File: src/rtl/mac_ctrl_pkg.sv
// Shared constants and types for the MAC issue sequencer and the multiplier top.
// The two latencies live here so the multiplier top and the tag pipe depth cannot drift apart.
package mac_ctrl_pkg;

  localparam int unsigned AW      = 4;
  localparam int unsigned PW      = 8;
  localparam int unsigned ACC_W   = 16;
  localparam int unsigned RD_LAT  = 1;
  localparam int unsigned MUL_LAT = 12;

  // One tag stage for every cycle between issuing a read and its product arriving.
  localparam int unsigned TAG_DEPTH = RD_LAT + MUL_LAT;

  typedef enum logic [1:0] {
    ST_IDLE  = 2'd0,
    ST_ISSUE = 2'd1,
    ST_DRAIN = 2'd2,
    ST_DONE  = 2'd3
  } mac_state_e;

endpackage

File: src/rtl/mac_issue_sequencer_if.sv
// Job, operand-BRAM/multiplier and result signals of the MAC issue sequencer.
// The sequencer is the master: it drives the BRAM reads and the result port.
interface mac_issue_sequencer_if
  import mac_ctrl_pkg::*;
();

  logic             start;
  logic [AW-1:0]    base_addr;
  logic [AW:0]      count;
  logic             mem_en;
  logic [AW-1:0]    mem_addr;
  logic [PW-1:0]    prod_in;
  logic [ACC_W-1:0] result;
  logic             res_valid;
  logic             res_ready;
  logic             busy;

  modport master (
    input  start, base_addr, count, prod_in, res_ready,
    output mem_en, mem_addr, result, res_valid, busy
  );

  modport slave (
    output start, base_addr, count, prod_in, res_ready,
    input  mem_en, mem_addr, result, res_valid, busy
  );

endinterface

File: src/rtl/mac_valid_pipe.sv
// DEPTH-stage valid shift register: marks which cycles carry a real product.
// any_busy_o reports entries still in flight behind the current output stage.
module mac_valid_pipe #(
  parameter int unsigned DEPTH = 13
) (
  input  logic clk,
  input  logic reset,
  input  logic in_i,
  output logic out_o,
  output logic any_busy_o
);

  logic [DEPTH-1:0] pipe_q;

  // NOTE: sequential state uses nonblocking (<=) so every stage shifts from its pre-edge value.
  // NOTE: this pipe is reset on purpose; an abort must discard every in-flight tag.
  always_ff @(posedge clk) begin
    if (reset) begin
      pipe_q <= '0;
    end else begin
      pipe_q <= {pipe_q[DEPTH-2:0], in_i};
    end
  end

  assign out_o      = pipe_q[DEPTH-1];
  assign any_busy_o = |pipe_q[DEPTH-2:0];

endmodule

File: src/rtl/mac_issue_sequencer.sv
// Walks the operand BRAMs for one dot-product job, accumulates the multiplier output
// aligned by a valid tag pipe, and returns the sum over a valid/ready port.
module mac_issue_sequencer
  import mac_ctrl_pkg::*;
(
  input  logic                  clk,
  input  logic                  reset,
  mac_issue_sequencer_if.master bus
);

  localparam logic [AW-1:0] ADDR_ONE = AW'(1);
  localparam logic [AW:0]   CNT_ONE  = (AW + 1)'(1);

  mac_state_e       state_q;
  logic [AW-1:0]    addr_q;
  logic [AW:0]      remain_q;
  logic             mem_en_q;
  logic [ACC_W-1:0] acc_q;
  logic [ACC_W-1:0] acc_d;
  logic             res_valid_q;
  logic             busy_q;

  logic tag_out;
  logic tag_pending;

  // The tag enters on the cycle the read is presented, so it lines up with prod_in.
  mac_valid_pipe #(
    .DEPTH (TAG_DEPTH)
  ) u_tag_pipe (
    .clk        (clk),
    .reset      (reset),
    .in_i       (mem_en_q),
    .out_o      (tag_out),
    .any_busy_o (tag_pending)
  );

  // NOTE: default assignment first, so every path drives acc_d and no latch is inferred.
  always_comb begin
    acc_d = acc_q;
    if (tag_out) begin
      acc_d = acc_q + ACC_W'(bus.prod_in);
    end
  end

  always_ff @(posedge clk) begin
    if (reset) begin
      state_q     <= ST_IDLE;
      addr_q      <= '0;
      remain_q    <= '0;
      mem_en_q    <= 1'b0;
      acc_q       <= '0;
      res_valid_q <= 1'b0;
      busy_q      <= 1'b0;
    end else begin
      acc_q <= acc_d;
      unique case (state_q)
        ST_IDLE: begin
          if (bus.start) begin
            acc_q  <= '0;
            busy_q <= 1'b1;
            if (bus.count != '0) begin
              state_q  <= ST_ISSUE;
              mem_en_q <= 1'b1;
              addr_q   <= bus.base_addr;
              remain_q <= bus.count;
            end else begin
              state_q     <= ST_DONE;
              res_valid_q <= 1'b1;
            end
          end
        end
        ST_ISSUE: begin
          remain_q <= remain_q - CNT_ONE;
          if (remain_q == CNT_ONE) begin
            mem_en_q <= 1'b0;
            state_q  <= ST_DRAIN;
          end else begin
            addr_q <= addr_q + ADDR_ONE;
          end
        end
        ST_DRAIN: begin
          // Leave on the edge that accumulates the last product, so result is final in DONE.
          if (!tag_pending) begin
            state_q     <= ST_DONE;
            res_valid_q <= 1'b1;
          end
        end
        ST_DONE: begin
          if (bus.res_ready) begin
            res_valid_q <= 1'b0;
            busy_q      <= 1'b0;
            state_q     <= ST_IDLE;
          end
        end
        default: begin
          state_q <= ST_IDLE;
        end
      endcase
    end
  end

  assign bus.mem_en    = mem_en_q;
  assign bus.mem_addr  = addr_q;
  assign bus.result    = acc_q;
  assign bus.res_valid = res_valid_q;
  assign bus.busy      = busy_q;

endmodule

File: src/flat_wrapper.sv
// flat-port wrapper written by rule: the top's interface ports become plain ports
module mac_issue_sequencer_flat import mac_ctrl_pkg::*;
  (clk, reset, bus_start, bus_base_addr, bus_count, bus_prod_in, bus_res_ready, bus_mem_en, bus_mem_addr, bus_result, bus_res_valid, bus_busy);
  mac_issue_sequencer_if bus_i ();
  input  logic clk;
  input  logic reset;
  input wire logic [$bits(bus_i.start)-1:0] bus_start;
  input wire logic [$bits(bus_i.base_addr)-1:0] bus_base_addr;
  input wire logic [$bits(bus_i.count)-1:0] bus_count;
  input wire logic [$bits(bus_i.prod_in)-1:0] bus_prod_in;
  input wire logic [$bits(bus_i.res_ready)-1:0] bus_res_ready;
  output wire logic [$bits(bus_i.mem_en)-1:0] bus_mem_en;
  output wire logic [$bits(bus_i.mem_addr)-1:0] bus_mem_addr;
  output wire logic [$bits(bus_i.result)-1:0] bus_result;
  output wire logic [$bits(bus_i.res_valid)-1:0] bus_res_valid;
  output wire logic [$bits(bus_i.busy)-1:0] bus_busy;
  assign bus_i.start = bus_start;
  assign bus_i.base_addr = bus_base_addr;
  assign bus_i.count = bus_count;
  assign bus_i.prod_in = bus_prod_in;
  assign bus_i.res_ready = bus_res_ready;
  assign bus_mem_en = bus_i.mem_en;
  assign bus_mem_addr = bus_i.mem_addr;
  assign bus_result = bus_i.result;
  assign bus_res_valid = bus_i.res_valid;
  assign bus_busy = bus_i.busy;
  mac_issue_sequencer u_core (.clk(clk), .reset(reset), .bus(bus_i));
endmodule
File: config.mk
export PLATFORM = sky130hd
export DESIGN_NAME = mac_issue_sequencer_flat
export DESIGN_NICKNAME = d
export VERILOG_FILES = /design/src/rtl/mac_ctrl_pkg.sv /design/src/rtl/mac_issue_sequencer_if.sv /design/src/rtl/mac_valid_pipe.sv /design/src/rtl/mac_issue_sequencer.sv /design/src/flat_wrapper.sv
export SDC_FILE = /design/constraint.sdc
export NUM_CORES = 1
export LEC_CHECK = 0
export BUFFER_PORTS_ARGS = -buffer_cell sky130_fd_sc_hd__buf_2
export CORE_ASPECT_RATIO = 0.7
export CORE_MARGIN = 5
export CORE_UTILIZATION = 30
export CTS_BUF_LIST = sky130_fd_sc_hd__clkbuf_8
export DETAILED_ROUTE_END_ITERATION = 7
export PLACE_DENSITY = 0.55
export SYNTH_ARGS = -nofsm -noshare
export SYNTH_HDL_FRONTEND = slang
export SYNTH_HIERARCHICAL = 1
export SYNTH_SLANG_ARGS = --single-unit
File: constraint.sdc
create_clock -name clk -period 3.8 [get_ports clk]
set_input_delay 0.38 -clock clk [delete_from_list [all_inputs] [get_ports clk]]
set_output_delay 0.38 -clock clk [all_outputs]
set_load 0.02 [all_outputs]
==> flow_metrics.tcl, run 1 <==
set metrics [dict create \
    antenna_found_initial 0 \
    synth_nets 310 \
    synth_flop_cell "dfxtp_1" \
    p_seq_share_pct 39.3 \
    post_cts_resized 0 \
    arrival_ns 2.60 \
    grt_pass1_vias 1941 \
    cts-root-buf "clkbuf_8" \
    vdd_drop_max_mv 0.1960 \
    ys_async_sr_fraction_pct 0 \
    synth_top_cells_by_count "dfxtp_1 (43), a21oi_1 (18), nand2_1 (17), nor2b_1 (17), ha_1 (15)" \
    p_int_w 0.0009108 \
    yosys.area.top_type "dfxtp_1" \
    synth_edf_count 0 \
    drv_slew 0 \
    finalPower_w 0.001445 \
    synth.area.top_cells "dfxtp_1 (36%), ha_1 (7.8%), mux2i_1 (5.4%), nor2b_1 (4.4%), a21oi_1 (3.7%)" \
    power_leakage_nw 1.190 \
    avgViaCountPerCell 5.053 \
    post_cts_buffers 0 \
    skew_ns 0.008673 \
    hold_buffers 0 \
    period_share_pct 62.30 \
    worstRegToRegCells 6 \
    wirelength_um 5566 \
    pre_cts_ws_ns 1.457 \
    crit_fanout 24 \
    grt_pass1_wl_um 9549 \
    die_y_um 84.89 \
    max-cap-violations 0 \
    ios 44 \
    start_util_pct 30.67 \
    combPwrFrac_pct 38.3 \
    finalSetupViolCount 0 \
    ant_nets 0 \
    max_freq_mhz 422.4 \
    wl_per_cell_um 13.48 \
    fin_nets 348 \
    overflow 0 \
    cp-start-kind "flop" \
    syn_area_um2 2404 \
    ys_seq_elements 43 \
    clockBufferDepth 2 \
    core_area_um2 7838 \
    min_path_cells 3 \
    power.share.switching_pct 36.96 \
    ys_types 50 \
    die_w_um 117.0 \
    synth.most_common_cell "dfxtp_1" \
    area_delta_synth_final_pct 16.71 \
    cts_buffers 5 \
    p_clk_share_pct 22.4 \
    diodes 0 \
    min_to "u_core/bus.mem_addr[0]" \
    setup_ws_ns 1.433 \
    synth_cells 273 \
    tns_ns 0 \
    syn_avg_cell_area_um2 8.804 \
    dpl.hpwl_um 4090 \
    std_cell_rows 27 \
    drive_gt1_share_pct 20.19 \
    cts_tree "done" \
    cts_max_level 2 \
    yosys_warnings 6 \
    clk_pin_slew_ns 0.09 \
    required_ns 4.03 \
    dr.pass1.iters 4 \
    drc_errors 0 \
    worstHoldStart "bus_base_addr[0]" \
    p_per_area_nw_per_um2 515.1 \
    synth_top_area_share_pct 35.81 \
    rsz0062_at_grt "false" \
    die-area_um2 9931 \
    io_buffer_count 43 \
    clkLatencyLatePin_ns 0.29 \
    grt_usage_pct 11.67 \
    grt_max_degree 31 \
    endpoint_kind "flop" \
    finalHoldViolations 0 \
    synth-seq-area-share_pct 35.81 \
    worst_hold_slack_ns 0.4239 \
    crit_type "reg2reg" \
    regToRegStartpoint "u_core/state_q[1]" \
    status "complete, no violations" \
    rr_endpoint "u_core/remain_q[0]" \
    drtIter0Drc 158 \
    worst_hold_path_type "in2reg" \
    period_needed_ns 2.367 \
    relSlewSlack_pct 42.00 \
    worst_slew_pin_slew_ns 0.8700 \
    p_sw_w 0.0005341 \
    vias 2087 \
    cts_sinks 43 \
    rrSetupSlack_ns 1.43 \
    place.gp.congestion 0.7860 \
]
==> worst max-delay path by stage <==
stage	slack [ns]	to	start
floorplan	1.94	u_core/bus.result[11]	u_core/bus.result[6]
global placement	1.46	u_core/remain_q[0]	u_core/state_q[1]
detailed placement	1.46	u_core/remain_q[0]	u_core/state_q[1]
CTS	1.43	u_core/remain_q[0]	u_core/state_q[1]
global route	1.24	u_core/remain_q[0]	u_core/state_q[1]
finish	1.43	u_core/remain_q[0]	u_core/state_q[1]
==> sequential cells by signal, indices dropped and copies added, names as in the netlist <==
register	count
u_core/bus.busy	1
u_core/u_tag_pipe/pipe_q	13
u_core/bus.mem_en	1
u_core/bus.mem_addr	4
u_core/bus.result	16
u_core/state_q	2
u_core/remain_q	5
u_core/bus.res_valid	1
==> logic make-up (layout without fill, tap and decap cells) <==
logic type	count (synthesis)	after routing	share of synthesized area, %
AO/OA/AOI/OAI	73	73	22.07
multiplexers	13	13	5.414
buffers and inverters	25	64	4.008
AND/OR/NAND/NOR	102	102	23.69
flip-flops	43	43	35.81
adder cells (fa/ha/maj)	16	16	8.641
XOR/XNOR	1	1	0.3645
==> cell usage in the layout, fill, tap and decap left out, types with 3 or more instances in the layout <==
| master | count |
|---|---|
| dfxtp_1 | 43 |
| a2111o_1 | 3 |
| or2_2 | 5 |
| a21oi_1 | 18 |
| and3_1 | 3 |
| nand3_1 | 13 |
| o21ai_0 | 10 |
| ha_1 | 15 |
| or3_1 | 5 |
| and4_1 | 3 |
| a311oi_1 | 3 |
| nor2b_1 | 17 |
| clkbuf_8 | 7 |
| nand2_1 | 17 |
| a211o_1 | 3 |
| buf_2 | 43 |
| nor2_1 | 14 |
| nor4_1 | 5 |
| a211oi_1 | 9 |
| nand2b_1 | 9 |
| inv_1 | 11 |
| a31oi_1 | 3 |
| a21o_1 | 8 |
| mux2i_1 | 13 |
==> final cells by class <==
class                      count  area [µm²]
tap                          101       126.4
sequential                    43       860.8
multi-input combinational    205        1446
clock buffer                   7       96.34
timing repair buffer          44       222.7
fill                         829        5032
clock inverter                 1       7.507
inverter                      12       45.04
==> worst max-delay path, stage by stage, from the launching register on <==
cell and delay [ns]:
dfxtp_1 0.34, inv_1 0.08, ha_1 0.72, mux2i_1 0.23
o21bai_1 0.38, or3_1 0.42, a21oi_1 0.13
==> through the flow <==
step                cells  util, %  area, µm²
floorplan             273        -       2404
finish                413    35.79       2805
detailed placement    405    34.47       2701
CTS                   413    35.79       2805
global placement      405    34.47       2701
global route          413    35.79       2805
==> routing by layer <==
layer  share of wire [%]  vias up  track usage (%)
li1                    -     1075                -
met1                  55      950            17.59
met2                  40       50            16.00
met3                 3.9       12            2.851
met4                 1.1        0            3.854
met5                   0        -                0
==> power by group through the flow <==
stage                     Sequential, W  Clock [W]  Combinational (W)
after detailed placement       0.000580          0           0.000550
final                          0.000568   0.000323           0.000554
after global placement         0.000577          0           0.000548
after floorplan                0.000593          0           0.000410
after global routing           0.000580   0.000357           0.000615
after CTS                      0.000569   0.000341           0.000553
(Power assumes the default switching activity.)
==> run 2, diff against run 1 <==
Settings changed: PLACE_DENSITY 0.55 to 0.57.
Clock period 3.8 ns to 2 ns, I/O delays scaled along.
==> run 2 against run 1 <==
Worst hold slack got worse by 0.22 ns. Sequential power increased by 88%. Global-route usage increased by 0.67 points. Sequential cell count unchanged. Final area increased by 4.8%. Largest cell class unchanged.
==> flow_metrics.tcl, run 2 (same netlist as run 1, synthesis figures left out) <==
set metrics [dict create \
    status "complete, no violations" \
    power.share.switching_pct 35.21 \
    crit_start "u_core/remain_q[0]" \
    cp-start-kind "flop" \
    start_util_pct 30.67 \
    die_w_um 117.0 \
    clkLatencyLatePin_ns 0.30 \
    io_buffer_count 43 \
    clk_pin_slew_ns 0.08 \
    overflow 0 \
    grt_max_degree 23 \
    cts_sinks 43 \
    crit_fanout 6 \
    vdd_drop_max_mv 0.3221 \
    wirelength_um 5854 \
    vias 2158 \
    p_sw_w 0.001041 \
    required_ns 2.20 \
    drv_slew 0 \
    grt_usage_pct 12.34 \
    ios 44 \
    diodes 0 \
    die_y_um 84.89 \
    core_area_um2 7838 \
    cts_max_level 2 \
    fillers 844 \
    skew_ns 0.01061 \
    p_seq_share_pct 36.2 \
    regToRegStartpoint "u_core/remain_q[0]" \
    fin_util_pct 37.50 \
    post_cts_buffers 0 \
    place.gp.congestion 0.8439 \
    slowest_delay_ns 0.48 \
    grt_pass1_vias 2054 \
    dpl.hpwl_um 4430 \
    dp.cells 419 \
    arrival_ns 2.09 \
    p_int_w 0.001915 \
    finalSetupViolCount 0 \
    max_freq_mhz 529.7 \
    worstHoldStart "bus_base_addr[0]" \
    drtIter0Drc 83 \
    drc_errors 0 \
    antenna_found_initial 0 \
    rsz0062_at_grt "false" \
    tns_ns 0 \
    cts-root-buf "clkbuf_8" \
    p_per_area_nw_per_um2 1006 \
    drive_gt1_share_pct 23.93 \
    post_cts_resized 0 \
    relSlewSlack_pct 63.44 \
    slowest_stage "or4b_4" \
    ant_nets 0 \
    worst_hold_path_type "in2reg" \
    cts_buffers 5 \
    endpoint_kind "flop" \
    clockBufferDepth 2 \
    dr.pass1.iters 4 \
    combPwrFrac_pct 39.7 \
    worst_hold_slack_ns 0.2073 \
    area_delta_synth_final_pct 22.28 \
    avgViaCountPerCell 5.054 \
    finalHoldViolations 0 \
    wl_per_cell_um 13.71 \
    period_share_pct 94.39 \
    final_cell_mix "buf_2 (43), dfxtp_1 (43), a21oi_1 (18)" \
    worst_slew_pin_slew_ns 0.5408 \
    die-area_um2 9931 \
    grt_pass1_wl_um 9956 \
    crit_type "reg2reg" \
    max-cap-violations 0 \
    path_cells "ha_1, or4b_4, a2111oi_4, nor2_1, a311oi_1" \
    cts_tree "done" \
    std_cell_rows 27 \
    fin_nets 362 \
    period_needed_ns 1.888 \
    hold_buffers 0 \
    stdcell_count 427 \
    largest_register_ffs 16 \
    p_clk_share_pct 24.1 \
    power_leakage_nw 1.272 \
]
-- run 2: changes by cell type in the layout (fill, tap and decap cells not counted) --
| cell | delta |
|---|---|
| clkinv_2 | +1 |
| buf_4 | +13 |
| ha_1 | -1 |
| ha_2 | +1 |
| bufinv_16 | +1 |
| buf_12 | +1 |
| clkbuf_8 | -1 |
| clkinvlp_4 | -1 |
-- run 2: path summary, 6_finish.rpt --
kind	cells after the start	to	slack, ns
min	3	u_core/bus.mem_addr[0]	0.21
max	5	u_core/state_q[1]	0.11
min reg2reg	1	u_core/u_tag_pipe/pipe_q[4]	0.47
max reg2reg	5	u_core/state_q[1]	0.11
-- run 2: power groups by stage --
stage	sequential (W)	clock (W)	combinational, W
2_1_floorplan	0.00113	0	0.000778
3_3_place_gp	0.00109	0	0.00115
3_5_place_dp	0.00109	0	0.00117
4_1_cts	0.00107	0.000738	0.00117
5_1_grt	0.00109	0.000776	0.00131
6_report	0.00107	0.000712	0.00117
-- run 2: metrics by stage --
stage          setup slack [ns]  area [µm²]  total power, W
6_report                 0.1122        2939        0.002957
5_1_grt                0.005234        2939        0.003169
4_1_cts                  0.1216        2937        0.002976
3_5_place_dp             0.1187        2819        0.002255
3_3_place_gp             0.1640        2819        0.002242
2_1_floorplan            0.1359        2404        0.001905
-- run 2: worst max-delay path: cells and delay by family (launching register included) --
kind            cells  cell delay (ns)
flops               1             0.41
compound gates      2             0.67
fa+ha+maj           1             0.18
simple gates        2             0.55
-- run 2: metal layers --
| layer | track usage, % | wire (µm) | vias up |
|---|---|---|---|
| met3 | 2.708 | 269 | 4 |
| met2 | 17.04 | 2393 | 45 |
| li1 | - | - | 1105 |
| met5 | 0 | 0 | - |
| met4 | 3.125 | 50 | 0 |
| met1 | 19.09 | 3141 | 1004 |
-- run 2: final cells by class --
type | count | area [µm²] | share of cell area [%]
tap | 101 | 126.4 | 4.300
clock buffer | 6 | 82.58 | 2.810
sequential | 43 | 860.8 | 29.29
multi-input combinational | 205 | 1449 | 49.30
inverter | 12 | 45.04 | 1.533
timing repair buffer | 58 | 340.3 | 11.58
clock inverter | 2 | 35.03 | 1.192
